$ cat src/rtl/s_csks12_seq.sv
// s_csks12_seq: sequential 12-bit signed carry-skip subtractor, one 4-bit block per clock (optional ovf via S_CSKS12_OVF_EN)
module s_csks12_seq (
    input  logic        clk,
    input  logic        rst_n,
    input  logic        in_valid,
    output logic        in_ready,
    input  logic [11:0] a,
    input  logic [11:0] b,
    output logic        out_valid,
    input  logic        out_ready,
    output logic [12:0] diff
`ifdef S_CSKS12_OVF_EN
    ,
    output logic        ovf
`endif
);
    typedef enum logic [1:0] {IDLE, CALC, DONE} state_t;
    state_t state, state_nx;
    logic [11:0] a_q, nb_q;
    logic        carry;
    logic [1:0]  blk;
    logic [3:0]  a_blk, nb_blk, p, s;
    logic [4:0]  c;
    logic        c_out, sign;

    assign a_blk  = a_q[{blk, 2'b00} +: 4];
    assign nb_blk = nb_q[{blk, 2'b00} +: 4];
    assign c[0]   = carry;

    for (genvar i = 0; i < 4; i++) begin : g_bit
        assign p[i]   = a_blk[i] ^ nb_blk[i];
        assign s[i]   = p[i] ^ c[i];
        assign c[i+1] = (a_blk[i] & nb_blk[i]) | (p[i] & c[i]);
    end

    // a fully propagating block forwards its carry-in, bypassing the ripple
    assign c_out = &p ? carry : c[4];
    // bit 12 extends both operands by their sign bits; only meaningful on the top block
    assign sign  = a_q[11] ^ nb_q[11] ^ c_out;

    // state register
    always_ff @(posedge clk or negedge rst_n) begin
        if (!rst_n) state <= IDLE;
        else        state <= state_nx;
    end

    // next state and handshake decodes
    always_comb begin
        state_nx  = state;
        in_ready  = state == IDLE;
        out_valid = state == DONE;
        if (state == IDLE && in_valid)      state_nx = CALC;
        if (state == CALC && blk == 2'd2)   state_nx = DONE;
        if (state == DONE && out_ready)     state_nx = IDLE;
    end

    // operand capture and block-serial accumulation of the difference
    always_ff @(posedge clk or negedge rst_n) begin
        if (!rst_n) begin
            a_q   <= '0;
            nb_q  <= '0;
            carry <= 1'b0;
            blk   <= '0;
            diff  <= '0;
`ifdef S_CSKS12_OVF_EN
            ovf   <= 1'b0;
`endif
        end else if (state == IDLE && in_valid) begin
            a_q   <= a;
            nb_q  <= ~b;
            carry <= 1'b1;
            blk   <= '0;
            diff  <= '0;
`ifdef S_CSKS12_OVF_EN
            ovf   <= 1'b0;
`endif
        end else if (state == CALC) begin
            diff[{blk, 2'b00} +: 4] <= s;
            carry <= c_out;
            blk   <= blk + 2'd1;
            if (blk == 2'd2) begin
                diff[12] <= sign;
`ifdef S_CSKS12_OVF_EN
                ovf      <= sign ^ s[3];
`endif
            end
        end
    end
endmodule

$ cat config.mk
export PLATFORM = sky130hd
export DESIGN_NAME = s_csks12_seq
export DESIGN_NICKNAME = d
export VERILOG_FILES = /design/src/rtl/s_csks12_seq.sv
export SDC_FILE = /design/constraint.sdc
export NUM_CORES = 1
export LEC_CHECK = 0
export BUFFER_PORTS_ARGS = -buffer_cell sky130_fd_sc_hd__buf_2
export CAP_MARGIN = 20
export CORE_ASPECT_RATIO = 0.6
export CORE_MARGIN = 5
export CORE_UTILIZATION = 54
export DETAILED_ROUTE_END_ITERATION = 7
export PLACE_DENSITY = 0.82
export SLEW_MARGIN = 20
export SYNTH_ARGS = -nofsm -noshare
export SYNTH_HDL_FRONTEND = slang
export SYNTH_SLANG_ARGS = --single-unit
export TNS_END_PERCENT = 50
$ cat constraint.sdc
create_clock -name clk -period 3.2 [get_ports clk]
set_clock_uncertainty 0.15 [all_clocks]
set_input_delay 0.32 -clock clk [delete_from_list [all_inputs] [get_ports clk]]
set_output_delay 0.32 -clock clk [all_outputs]
set_load 0.005 [all_outputs]
Word-level counts from Yosys, hierarchy flattened
Index checks and enable logic that the tools add are counted.
{"block": "classes", "shift": 4, "addsub": 2, "n_mux": 12, "n_reduce_logical": 7, "eq_ne": 3, "bitwise": 23}
{"op": "13-bit 2-to-1 mux", "count": 2}
{"op": "12-bit by 5-bit indexed part select with 4-bit output", "count": 2}
{"op": "13-bit bitwise mux", "count": 1}
{"op": "4-bit by 6-bit variable shift with 13-bit output, first input constant", "count": 1}
{"op": "4-bit by 6-bit indexed part select with 13-bit output", "count": 1}
{"op": "12-bit NOT", "count": 1}
{"op": "2-bit 2-to-1 mux", "count": 5}
{"op": "1-bit XOR", "count": 10}
{"op": "1-bit bitwise AND", "count": 8}
{"op": "4-bit negator with 6-bit output", "count": 1}
{"op": "2-bit == test, second input constant", "count": 2}
{"op": "1-bit 2-to-1 mux", "count": 4}
{"op": "1-bit OR", "count": 4}
{"op": "4-bit AND reduction", "count": 1}
{"op": "1-bit logical AND", "count": 3}
{"op": "3-bit nonzero test", "count": 1}
{"op": "2-bit by 1-bit adder with 2-bit output, second input constant", "count": 1}
{"op": "2-bit by 1-bit == test with 1-bit output, second input constant", "count": 1}
{"op": "2-bit logical NOT", "count": 1}
{"op": "2-bit nonzero test", "count": 1}
{"block": "totals", "wordCells": 57, "output_inout_bits": 15, "in_bits": 28, "reg_bits": 42}

Depth between registers and ports, before layout
Gate-level depths: netlist of run 1.
{"block": "depth", "ltp_word": 15, "depth_mapped": 13, "depth_no_buf": 13}

Worst setup path after synthesis of run 1
Ideal clock, no wire load.
{"block": "synth_timing", "path_type": "register -> register", "start": "register blk[1]", "end": "register diff[11]", "stages_incl_launch_ff": 12, "arrival_ps": 2684, "t_required_ps": 2929, "setup_ps": 121, "period_less_slack_ps": 2955, "setup_slack_ps": 245, "path_buffers": 1, "path_cell_list": "dfrtp_1 > buf_2 > mux2i_1 > o21ai_0 > fa_1 > inv_1 > fa_1 > fa_1 > inv_1 > fa_1 > a22oi_1 > nor2_1"}
{"block": "synth_between", "elab_chain_len": 13, "elab_cells_between_ends": 25, "classes_between": "add/sub: 1; shift: 4; mux: 3; bitwise: 17"}
{"element": "start, declared", "line_no": "21", "text": "logic [1:0] blk;"}
{"element": "start signal, assigned", "line_no": "80", "text": "blk <= blk + 2'd1;"}
{"element": "12-bit by 5-bit indexed part select with 4-bit output, on equally long branches", "line_no": "26, 27"}
{"element": "1-bit XOR", "line_no": "31", "text": "assign p[i] = a_blk[i] ^ nb_blk[i];"}
{"element": "1-bit bitwise AND", "line_no": "33", "text": "assign c[i+1] = (a_blk[i] & nb_blk[i]) | (p[i] & c[i]);"}
{"element": "1-bit OR", "line_no": "33"}
{"element": "1-bit bitwise AND", "line_no": "33"}
{"element": "1-bit OR", "line_no": "33"}
{"element": "1-bit bitwise AND", "line_no": "33"}
{"element": "1-bit OR", "line_no": "33"}
{"element": "1-bit XOR", "line_no": "32", "text": "assign s[i] = p[i] ^ c[i];"}
{"element": "4-bit by 6-bit indexed part select with 13-bit output", "line_no": "78", "text": "diff[{blk, 2'b00} +: 4] <= s;"}
{"element": "13-bit bitwise mux *", "line_no": "78"}
{"element": "13-bit 2-to-1 mux *", "line_no": "77", "text": "end else if (state == CALC) begin"}
{"element": "13-bit 2-to-1 mux *", "line_no": "68", "text": "end else if (state == IDLE && in_valid) begin"}
{"element": "end signal, assigned by index", "line_no": "78"}
{"element": "end, declared", "line_no": "11", "text": "output logic [12:0] diff"}
Mark *: on every way between the ends. The rest lies on a longest branch, timed or not. The select of a mux whose other input is x is not followed.
A chain may end at the register's enable or synchronous reset.

Worst setup path after layout of run 1
{"block": "layout_timing", "start": "register blk[1]", "end": "register diff[7]"}
Same word-level chain as after synthesis.

==> summary.txt, run 1 <==
Worst setup path
  – Sort of element at the end of the critical path: flop
  – Classification of the worst setup path: reg2reg
  – Arrival time worst endpoint: just over 3 ns
  – Startpoint kind of the worst setup timing path: flop
  – Required time at the worst-slack endpoint: about 3.2 ns
  – Maximum fanout along the worst path: 8

Status
  – Failing checks: hold timing
  – Result of the run: complete, but fails checks

Power
  – Power density normalized to cell area: about 1100 mW/mm²
  – Peak supply drop: approximately 0.41 mV
  – Leakage power of the design: around 1.3 nW

CTS
  – Clock latency reported for the late side of the worst-skew pair: 0.30 ns
  – Number of buffers added to fix hold violations after cts: 0
  – Longest Clk Path Bufs: 2
  – Total clock sinks: between 40 and 50
  – Clk slew on worst S/H paths: approximately 0.080 ns
  – Master cell of the clock root buffer: sky130_fd_sc_hd__clkbuf_8
  – Clock tree from TritonCTS: yes
  – Total clock buffers created by CTS: 5
  – Count of H-tree levels built during CTS: 2

Layout
  – Share of final-layout standard cells stronger than drive strength 1: 0.2634
  – Total of fill cells in the finished design: 334
  – Number of nets at the end of the flow: 301
  – Count of antenna diodes in the layout: 0
  – Layout overhead on the synthesized area: 15.58%

Logic synthesis
  – Synth cell count leaders: sky130_fd_sc_hd__nand2_1 (57), sky130_fd_sc_hd__dfrtp_1 (42), sky130_fd_sc_hd__nor2_1 (15)
  – Number of flops mapped to enable cells by yosys: 0
  – Area contributors post-synth: sky130_fd_sc_hd__dfrtp_1 (49%), sky130_fd_sc_hd__nand2_1 (9.9%), sky130_fd_sc_hd__ha_1 (4.6%)
  – Commonest register cell after synthesis: sky130_fd_sc_hd__dfrtp_1
  – Avg Synthesized Cell Area: about 10 µm²
  – Synth Cell Area: approximately 0.0022 mm²
  – Synthesized netlist net count: between 200 and 300
  – Cell count after synthesis: roughly 220
  – Number of distinct library cells after synthesis: 35
  – Area leader, netlist: sky130_fd_sc_hd__dfrtp_1
  – Fraction of post-synthesis cell area in the top cell type by area: 0.4864
  – Post-synthesis register bit count: 42
  – Synth Warn #: 0
  – Share of flip-flops with an asynchronous set or reset: 1.000
  – Most frequently used cell type in the post-synthesis netlist: sky130_fd_sc_hd__nand2_1
  – Register area share after synthesis: 0.4864

Detailed routing
  – Drt first pass iters: 4
  – Residual DRC count: 0
  – Wire length per cell: roughly 15 µm
  – Vias per Instance: roughly 5.4
  – Initial drt markers: 144
  – Vias: 1658
  – Antenna Violating Nets Remaining: 0
  – Aggregate routed wire length: approximately 4700 µm

Global route
  – Global-route wire length before repair: ~8000 µm
  – Initial antenna violation count: 0
  – Maximum number of pins on one net before global-route repair: 43
  – Global-route congestion overflow total: 0
  – Vias in the first global route: 1557
  – Total routing usage reported by global routing: 0.1920

STA
  – Max Slew Vio Count: 0
  – Post-route clock period utilization: 0.9511
  – F_max: around 0.33 GHz
  – Final hold violation count: 13
  – Hold WS: -0.01418 ns
  – Worst slew margin relative to its limit: 0.3999
  – Transition time at the pin with the least slew margin: 0.9001 ns
  – Final-layout setup total negative slack: 0 ns
  – Tmin final: roughly 3 ns
  – Final setup vio count: 0
  – Unrepaired setup endpoints after global routing: false

Floorplanning
  – Std cell rows: 17
  – Die span in y: about 59 µm
  – Starting Density: 0.5739
  – Die outline area: between 0.005 and 0.006 mm²
  – Placeable core region: 0.003765 mm²
  – I/O pin total: 43
  – Die width: about 90 µm

Worst hold path
  – Hold crit path type: in2async

Placement
  – I/O Buffers: 42
  – Placed wire-length estimate after detailed placement: 3543 µm
  – Routability congestion estimate from global placement: ~0.86

Flow run
  – Reported max-cap violation count: 0
==> placed cells by master, fill, tap and decap left out, types with 2 or more instances in the layout <==
| cell type | n |
|---|---|
| sky130_fd_sc_hd__ha_1 | 8 |
| sky130_fd_sc_hd__nor2_1 | 15 |
| sky130_fd_sc_hd__fa_1 | 4 |
| sky130_fd_sc_hd__buf_2 | 42 |
| sky130_fd_sc_hd__nand4_1 | 3 |
| sky130_fd_sc_hd__nand2_1 | 57 |
| sky130_fd_sc_hd__dfrtp_2 | 2 |
| sky130_fd_sc_hd__clkbuf_8 | 5 |
| sky130_fd_sc_hd__a22o_1 | 3 |
| sky130_fd_sc_hd__mux2i_1 | 9 |
| sky130_fd_sc_hd__o21ai_1 | 13 |
| sky130_fd_sc_hd__o21ai_0 | 9 |
| sky130_fd_sc_hd__inv_1 | 11 |
| sky130_fd_sc_hd__a21oi_1 | 5 |
| sky130_fd_sc_hd__clkinv_2 | 2 |
| sky130_fd_sc_hd__a22oi_1 | 8 |
| sky130_fd_sc_hd__dfrtp_1 | 40 |
| sky130_fd_sc_hd__xnor2_1 | 2 |
| sky130_fd_sc_hd__buf_4 | 5 |
==> stage by stage <==
stage / setup WS (ns) / cell area [µm²] / instances / utilization / total power, mW
after floorplan: 0.2451 / 2161 / 216 / - / 1.871
after global routing: 0.001407 / 2497 / 309 / 0.6633 / 2.977
final: 0.1565 / 2497 / 309 / 0.6633 / 2.720
after CTS: 0.07247 / 2495 / 309 / 0.6627 / 2.732
after global placement: 0.2795 / 2386 / 301 / 0.6338 / 2.240
after detailed placement: 0.09052 / 2386 / 301 / 0.6338 / 2.301
==> logic make-up after synthesis <==
logic type / share of synthesized area
fa+ha+maj: 0.08338
simple gates: 0.2033
compound gates: 0.1135
mux: 0.04690
flops: 0.4864
xor+xnor: 0.008108
buf+inv: 0.05848
==> cell type report <==
| cell class | instances | area (µm²) | share of cell area |
|---|---|---|---|
| repair buffers | 47 | 247.7 | 0.09920 |
| multi-input cells | 153 | 983.4 | 0.3938 |
| inverters | 12 | 45.04 | 0.01804 |
| clock buffers | 5 | 68.82 | 0.02756 |
| flip-flops and latches | 42 | 1054 | 0.4218 |
| clock inverters | 3 | 40.04 | 0.01603 |
| well taps | 47 | 58.81 | 0.02355 |
==> state kept, by name (all words and copies together), names as in the netlist <==
name	count
a_q	12
nb_q	12
carry	1
blk	2
diff	13
state	2
==> where the power goes <==
group	total, mW	switching [mW]	internal, mW
sequential	0.978	0.201	0.776
combinational	1.33	0.752	0.575
clock	0.416	0.186	0.230
==> final timing paths <==
check	slack, ns	start	cells after the start	endpoint
max in group asynchronous	2.29	rst_n	1	blk[1]
hold / removal	-0.01	rst_n	1	diff[2]
setup / recovery	0.16	blk[1]	10	diff[7]
min in group clk	0.04	b[10]	2	nb_q[10]
setup reg to reg	0.16	blk[1]	10	diff[7]
hold reg to reg	0.33	a_q[2]	2	a_q[2]
==> metal layers <==
layer	GRT usage	wire length (µm)
met1	0.2920	2316
met2	0.2627	1959
met3	0.05076	340
met4	0.06438	58
met5	0	0
==> worst max-delay path, stage by stage, from the launching register on <==
cell	delay, ns
sky130_fd_sc_hd__dfrtp_2	0.48
sky130_fd_sc_hd__mux2i_1	0.14
sky130_fd_sc_hd__o21ai_0	0.27
sky130_fd_sc_hd__fa_1	0.24
sky130_fd_sc_hd__inv_1	0.05
sky130_fd_sc_hd__fa_1	0.38
sky130_fd_sc_hd__fa_1	0.38
sky130_fd_sc_hd__inv_1	0.08
sky130_fd_sc_hd__fa_1	0.46
sky130_fd_sc_hd__a22oi_1	0.22
sky130_fd_sc_hd__nor2_1	0.06
==> repair_timing <==
action	4_1_cts	5_1_grt
gates resized for setup	0	3
endpoints found under the setup margin	0	2
setup buffers	0	0
(Power assumes the default switching activity.)
==> run 2: changes to the inputs <==
- RECOVER_POWER: unset -> 25
==> summary.txt, run 2 (same netlist as run 1, synthesis figures left out) <==
Flow run
  – Reported max-cap violation count: 1 (+1)

CTS
  – Clk slew on worst S/H paths: 0.09 ns (about the same)
  – Clock tree from TritonCTS: yes
  – Count of H-tree levels built during CTS: 2 (unchanged)
  – Master cell of the clock root buffer: sky130_fd_sc_hd__clkbuf_8
  – Post-cts resize count: 0 (unchanged)
  – Total clock buffers created by CTS: 5 (unchanged)
  – Longest Clk Path Bufs: 2 (unchanged)
  – Total clock sinks: 42 (unchanged)
  – Setup repair bufs after CTS: 0 (unchanged)
  – Number of buffers added to fix hold violations after cts: 0 (unchanged)
  – Clock latency reported for the late side of the worst-skew pair: 0.30 ns (about the same)

Worst setup path
  – Arrival time worst endpoint: 3.06 ns (about the same)
  – Maximum fanout along the worst path: 8 (unchanged)
  – Worst-case reg-to-reg path depth: 10 (unchanged)
  – Longest individual stage delay on the worst path: 0.48 ns (about the same)
  – Most used cell, CP: sky130_fd_sc_hd__fa_1
  – Required time at the worst-slack endpoint: 3.21 ns (about the same)
  – Startpoint kind of the worst setup timing path: flop
  – Sort of element at the end of the critical path: flop
  – R2R setup slack: 0.15 ns (about the same)
  – Launch instance of the worst register-to-register path: blk[1]
  – Cells along the critical path: mux2i_1, o21ai_0, fa_1, inv_1, fa_1, fa_1, inv_1, fa_1, a22oi_1, nor2_1
  – Capture instance of the worst register-to-register path: diff[7]
  – Classification of the worst setup path: reg2reg
  – Library cell contributing the largest single delay on the critical path: sky130_fd_sc_hd__dfrtp_2

Global route
  – Maximum number of pins on one net before global-route repair: 43 (unchanged)
  – Vias in the first global route: 1557 (unchanged)
  – Total routing usage reported by global routing: 0.1920 (unchanged)
  – Global-route wire length before repair: 7997 µm (unchanged)
  – Global-route congestion overflow total: 0 (unchanged)
  – Initial antenna violation count: 0 (unchanged)

Layout
  – Count of antenna diodes in the layout: 0 (unchanged)
  – Total of fill cells in the finished design: 335 (+0.30%)
  – Number of nets at the end of the flow: 301 (unchanged)
  – Layout overhead on the synthesized area: 15.52% (about the same)
  – Seq. cell area: 0.001054 mm² (unchanged)
  – Largest register by flop count: diff
  – Most common cell after layout, fill and taps aside: sky130_fd_sc_hd__nand2_1
  – Multi-input gate area in the final layout: 983.4 µm² (unchanged)
  – Share of final-layout standard cells stronger than drive strength 1: 0.2595 (-0.003817)
  – Most used cells in the layout excluding fill and tap cells: sky130_fd_sc_hd__nand2_1 (57), sky130_fd_sc_hd__buf_2 (41), sky130_fd_sc_hd__dfrtp_1 (40), sky130_fd_sc_hd__nor2_1 (15), sky130_fd_sc_hd__o21ai_1 (13)
  – Largest registers: diff x13, a_q x12, nb_q x12
  – Max reg flops: 13 (unchanged)

Floorplanning
  – Placeable core region: 0.003765 mm² (unchanged)
  – Die outline area: 0.005408 mm² (unchanged)
  – Starting Density: 0.5739 (unchanged)
  – Std cell rows: 17 (unchanged)
  – Die span in y: 59 µm (unchanged)
  – I/O pin total: 43 (unchanged)
  – Die width: 91.67 µm (unchanged)

STA
  – Setup ws final: 0.1536 ns (-0.002899 ns)
  – Final-layout setup total negative slack: 0 ns (unchanged)
  – Max Slew Vio Count: 43 (+43)
  – Tmin final: 3.046 ns (+0.002899 ns)
  – Final setup vio count: 0 (unchanged)
  – Post-route clock period utilization: 0.9520 (about the same)
  – Unrepaired setup endpoints after global routing: false
  – F_max: 0.3283 GHz (about the same)
  – Transition time at the pin with the least slew margin: 2.195 ns (+1.295 ns)
  – Final hold violation count: 0 (-13)
  – Worst slew margin relative to its limit: -0.4635 (-0.8634)

Worst hold path
  – Worst Hold Endpoint: nb_q[8]
  – Worst min-delay path startpoint: b[8]
  – Cell depth of the worst hold path: 2
  – Hold crit path type: in2reg

Detailed routing
  – Antenna Violating Nets Remaining: 0 (unchanged)
  – Aggregate routed wire length: 4702 µm (+0.60%)
  – Vias: 1665 (+0.42%)
  – Wire length per cell: 15.22 µm (+0.60%)
  – Residual DRC count: 0 (unchanged)
  – Drt first pass iters: 4 (unchanged)
  – Vias per Instance: 5.388 (+0.42%)
  – Initial drt markers: 110 (-24%)

Placement
  – Placed wire-length estimate after detailed placement: 3543 µm (unchanged)
  – Routability congestion estimate from global placement: 0.8641 (unchanged)
  – I/O Buffers: 42 (unchanged)
  – Dpl ws: 0.09052 ns (unchanged)

Power
  – Peak supply drop: 0.4040 mV (-0.59%)
  – Leakage power of the design: 1.343 nW (-0.20%)
  – Power density normalized to cell area: 1090 mW/mm² (+0.11%)

Status
  – Failing checks: capacitance limit, slew limit
  – Result of the run: complete, but fails checks
==> run 2: changes by cell type in the layout (fill, tap and decap cells not counted), sizes merged <==
cell,delta
buf,-1
clkbuf,+1
==> run 2: layer usage <==
layer	global-route usage	part of all wire
met3	0.05076	0.078
met5	0	0
met4	0.06438	0.013
met1	0.2920	0.48
met2	0.2627	0.43
==> run 2: final cells by class <==
class	instances	area share
multi-input cells	153	0.3940
clock buffers	5	0.02757
clock inverters	3	0.01604
inverters	12	0.01805
repair buffers	47	0.09875
flip-flops and latches	42	0.4221
well taps	47	0.02356
==> run 2: where the power goes <==
group          internal (mW)  switching (mW)  total [mW]
Sequential             0.776           0.199       0.975
Clock                  0.230           0.189       0.418
Combinational          0.574           0.754        1.33
==> run 2: worst max-delay path, delay by kind of cell (launching register included) <==
family	cells	cell delay, ns
adder cells (fa/ha/maj)	4	1.46
AO/OA/AOI/OAI	2	0.49
AND/OR/NAND/NOR	1	0.06
buffers and inverters	2	0.13
flip-flops	1	0.48
multiplexers	1	0.14
==> run 2: stage by stage <==
stage | hold WS (ns) | area, µm² | cells | utilization | total power [mW]
6_report | 0.03552 | 2496 | 309 | 0.6630 | 2.721
5_1_grt | 0.02176 | 2496 | 309 | 0.6630 | 2.976
4_1_cts | 0.01382 | 2495 | 309 | 0.6627 | 2.732
3_5_place_dp | 0.3133 | 2386 | 301 | 0.6338 | 2.301
3_3_place_gp | 0.3078 | 2386 | 301 | 0.6338 | 2.240
2_1_floorplan | -0.1256 | 2161 | 216 | - | 1.871
==> run 2: how the worst max path moves through the flow <==
stage | depth (start not counted) | start | end | slack, ns
floorplan | 11 | blk[1] | diff[11] | 0.25
global placement | 10 | blk[1] | diff[11] | 0.28
detailed placement | 10 | blk[1] | diff[7] | 0.09
CTS | 10 | blk[1] | diff[7] | 0.07
global route | 10 | blk[1] | diff[7] | 0.001
finish | 10 | blk[1] | diff[7] | 0.15
==> run 3: changes to the inputs <==
- ABC_CLOCK_PERIOD_IN_PS: unset -> 3750
- CORE_UTILIZATION: 54 -> 59
- PLACE_DENSITY: 0.82 -> 0.89
- clock period: 3.2 -> 3.75 ns (I/O delays scaled with it)
==> summary.txt, run 3 (same netlist as run 1, synthesis figures left out) <==
STA
  – Transition time at the pin with the least slew margin: 2.154 ns (-0.04161 ns)
  – Unrepaired setup endpoints after global routing: false
  – Tmin final: 3.395 ns (+0.3486 ns)
  – Hold WS: 0.1013 ns (+0.06579 ns)
  – Final setup vio count: 0 (unchanged)
  – Post-route clock period utilization: 0.9053 (-0.04668)
  – F_max: 0.2946 GHz (-10%)
  – Setup ws final: 0.3550 ns (+0.2014 ns)
  – Final hold violation count: 0 (unchanged)
  – Worst slew margin relative to its limit: -0.4357 (+0.02774)
  – Max Slew Vio Count: 43 (unchanged)
  – Final-layout setup total negative slack: 0 ns (unchanged)

CTS
  – Clock latency reported for the late side of the worst-skew pair: 0.29 ns (about the same)
  – Number of buffers added to fix hold violations after cts: 0 (unchanged)
  – Longest Clk Path Bufs: 2 (unchanged)
  – Setup repair bufs after CTS: 0 (unchanged)
  – Total clock buffers created by CTS: 5 (unchanged)
  – Post-cts resize count: 0 (unchanged)
  – Master cell of the clock root buffer: sky130_fd_sc_hd__clkbuf_8
  – Clk slew on worst S/H paths: 0.08 ns (about the same)
  – Clock tree from TritonCTS: yes
  – Total clock sinks: 42 (unchanged)
  – Count of H-tree levels built during CTS: 2 (unchanged)

Global route
  – Maximum number of pins on one net before global-route repair: 43 (unchanged)
  – Global-route wire length before repair: 7762 µm (-2.9%)
  – Global-route congestion overflow total: 0 (unchanged)
  – Vias in the first global route: 1622 (+4.2%)
  – Total routing usage reported by global routing: 0.2032 (+0.01119)
  – Initial antenna violation count: 0 (unchanged)

Worst setup path
  – Worst-case reg-to-reg path depth: 11 (+1)
  – WP depth: 11 (+1)
  – Maximum fanout along the worst path: 13 (+5)
  – Most used cell, CP: sky130_fd_sc_hd__fa_1
  – Startpoint kind of the worst setup timing path: flop
  – Sort of element at the end of the critical path: flop
  – End point of the critical path: diff[11]
  – Classification of the worst setup path: reg2reg
  – CP delay by family, top: adder cells
  – Cells along the critical path: nor2_2, nand2_1, o21ai_0, fa_1, inv_1, fa_1, fa_1, inv_1, fa_1, a22oi_1, nor2_1
  – Required time at the worst-slack endpoint: 3.76 ns (+0.55 ns)
  – Launch instance of the worst register-to-register path: blk[1]
  – Capture instance of the worst register-to-register path: diff[11]
  – Critical path buffers and inverters: 2 (unchanged)
  – Arrival time worst endpoint: 3.40 ns (+0.34 ns)
  – Longest individual stage delay on the worst path: 0.62 ns (+0.14 ns)
  – R2R setup slack: 0.35 ns (+0.20 ns)
  – Library cell contributing the largest single delay on the critical path: sky130_fd_sc_hd__dfrtp_1
  – Crit path from: blk[1]

Power
  – Cell internal pwr: 1.328 mW (-16%)
  – Clk pwr share: 0.153 (about the same)
  – Leakage power of the design: 1.321 nW (-1.6%)
  – Net switching power figure: 965.6 µW (-15%)
  – Share of total power consumed by net switching: 0.4210 (+0.001653)
  – Overall power of the completed layout: 2.294 mW (-16%)
  – Combinational cell fraction of total power: 0.480 (-0.008)
  – Peak supply drop: 0.3819 mV (-5.5%)
  – Sequential share of power: 0.367 (+0.009)
  – Power density normalized to cell area: 931.0 mW/mm² (-15%)

Placement
  – I/O Buffers: 42 (unchanged)
  – Placed wire-length estimate after detailed placement: 3430 µm (-3.2%)
  – Placement-stage cell area: 0.002356 mm² (-1.3%)
  – Dpl ws: 0.3998 ns (+0.3093 ns)
  – Routability congestion estimate from global placement: 0.8854 (+2.5%)
  – Number of instances in the placed design: 297 (-1.3%)

Floorplanning
  – Placeable core region: 0.003595 mm² (-4.5%)
  – Die outline area: 0.005012 mm² (-7.3%)
  – Starting Density: 0.6011 (+0.02717)
  – I/O pin total: 43 (unchanged)
  – Die span in y: 56.88 µm (-3.6%)
  – Std cell rows: 17 (unchanged)
  – Die width: 88.13 µm (-3.9%)

Layout
  – Cell Count, Final, Fillers Out: 305 (-1.3%)
  – Post-route design area: 0.002464 mm² (-1.3%)
  – Most common cell after layout, fill and taps aside: sky130_fd_sc_hd__nand2_1
  – Share of final-layout standard cells stronger than drive strength 1: 0.2364 (-0.02311)
  – Max reg flops: 13 (unchanged)
  – Largest registers: diff x13, a_q x12, nb_q x12
  – Final core utilization: 0.6853 (+0.02233)
  – Largest register by flop count: diff
  – Most used cells in the layout excluding fill and tap cells: sky130_fd_sc_hd__nand2_1 (57), sky130_fd_sc_hd__dfrtp_1 (42), sky130_fd_sc_hd__buf_2 (41), sky130_fd_sc_hd__nor2_1 (15), sky130_fd_sc_hd__o21ai_1 (12)
  – Count of antenna diodes in the layout: 0 (unchanged)
  – Layout overhead on the synthesized area: 14.01%
  – Number of nets at the end of the flow: 297 (-1.3%)

Detailed routing
  – Vias: 1636 (-1.7%)
  – Wire length per cell: 15.21 µm (about the same)
  – Aggregate routed wire length: 4640 µm (-1.3%)
  – Initial drt markers: 110 (unchanged)
  – Drt first pass iters: 4 (unchanged)
  – Vias per Instance: 5.364 (-0.45%)
  – Residual DRC count: 0 (unchanged)
  – Antenna Violating Nets Remaining: 0 (unchanged)

Status
  – Result of the run: complete, but fails checks
  – Failing checks: capacitance limit, slew limit

Worst hold path
  – Hold crit path type: in2reg

Flow run
  – Reported max-cap violation count: 1 (unchanged)
==> run 3: worst min-delay path by stage <==
| stage | from | cells past startpoint | slack [ns] | end |
|---|---|---|---|---|
| 6_report | b[9] | 2 | 0.10 | nb_q[9] |
| 5_1_grt | b[3] | 2 | 0.1 | nb_q[3] |
| 4_1_cts | rst_n | 1 | 0.09 | state[1] |
| 3_5_place_dp | a_q[2] | 2 | 0.31 | a_q[2] |
| 3_3_place_gp | a_q[9] | 2 | 0.31 | a_q[9] |
| 2_1_floorplan | rst_n | 0 | -0.07 | a_q[0] |
==> run 3: area by class of cell <==
cell class | count | area [µm²]
fill | 288 | 1131
sequential | 42 | 1051
multi-input combinational | 153 | 985.9
timing repair buffer | 43 | 216.5
clock buffer | 7 | 76.32
tap | 47 | 58.81
inverter | 12 | 45.04
clock inverter | 1 | 30.03
==> run 3: power by group through the flow <==
stage	clock network, mW	registers, mW	logic, mW
2_1_floorplan	0	0.782	0.815
3_3_place_gp	0	0.844	1.02
3_5_place_dp	0	0.845	1.09
4_1_cts	0.353	0.839	1.10
5_1_grt	0.373	0.870	1.23
6_report	0.351	0.842	1.10
==> run 3: metal layers <==
| metal | vias up | GRT usage | share of wire | routed length [µm] |
|---|---|---|---|---|
| met2 | 59 | 0.3015 | 0.44 | 2059 |
| met1 | 774 | 0.2912 | 0.46 | 2137 |
| met3 | 8 | 0.05865 | 0.085 | 396 |
| met5 | - | 0 | 0 | 0 |
| li1 | 795 | - | - | - |
| met4 | 0 | 0.05388 | 0.0099 | 46 |
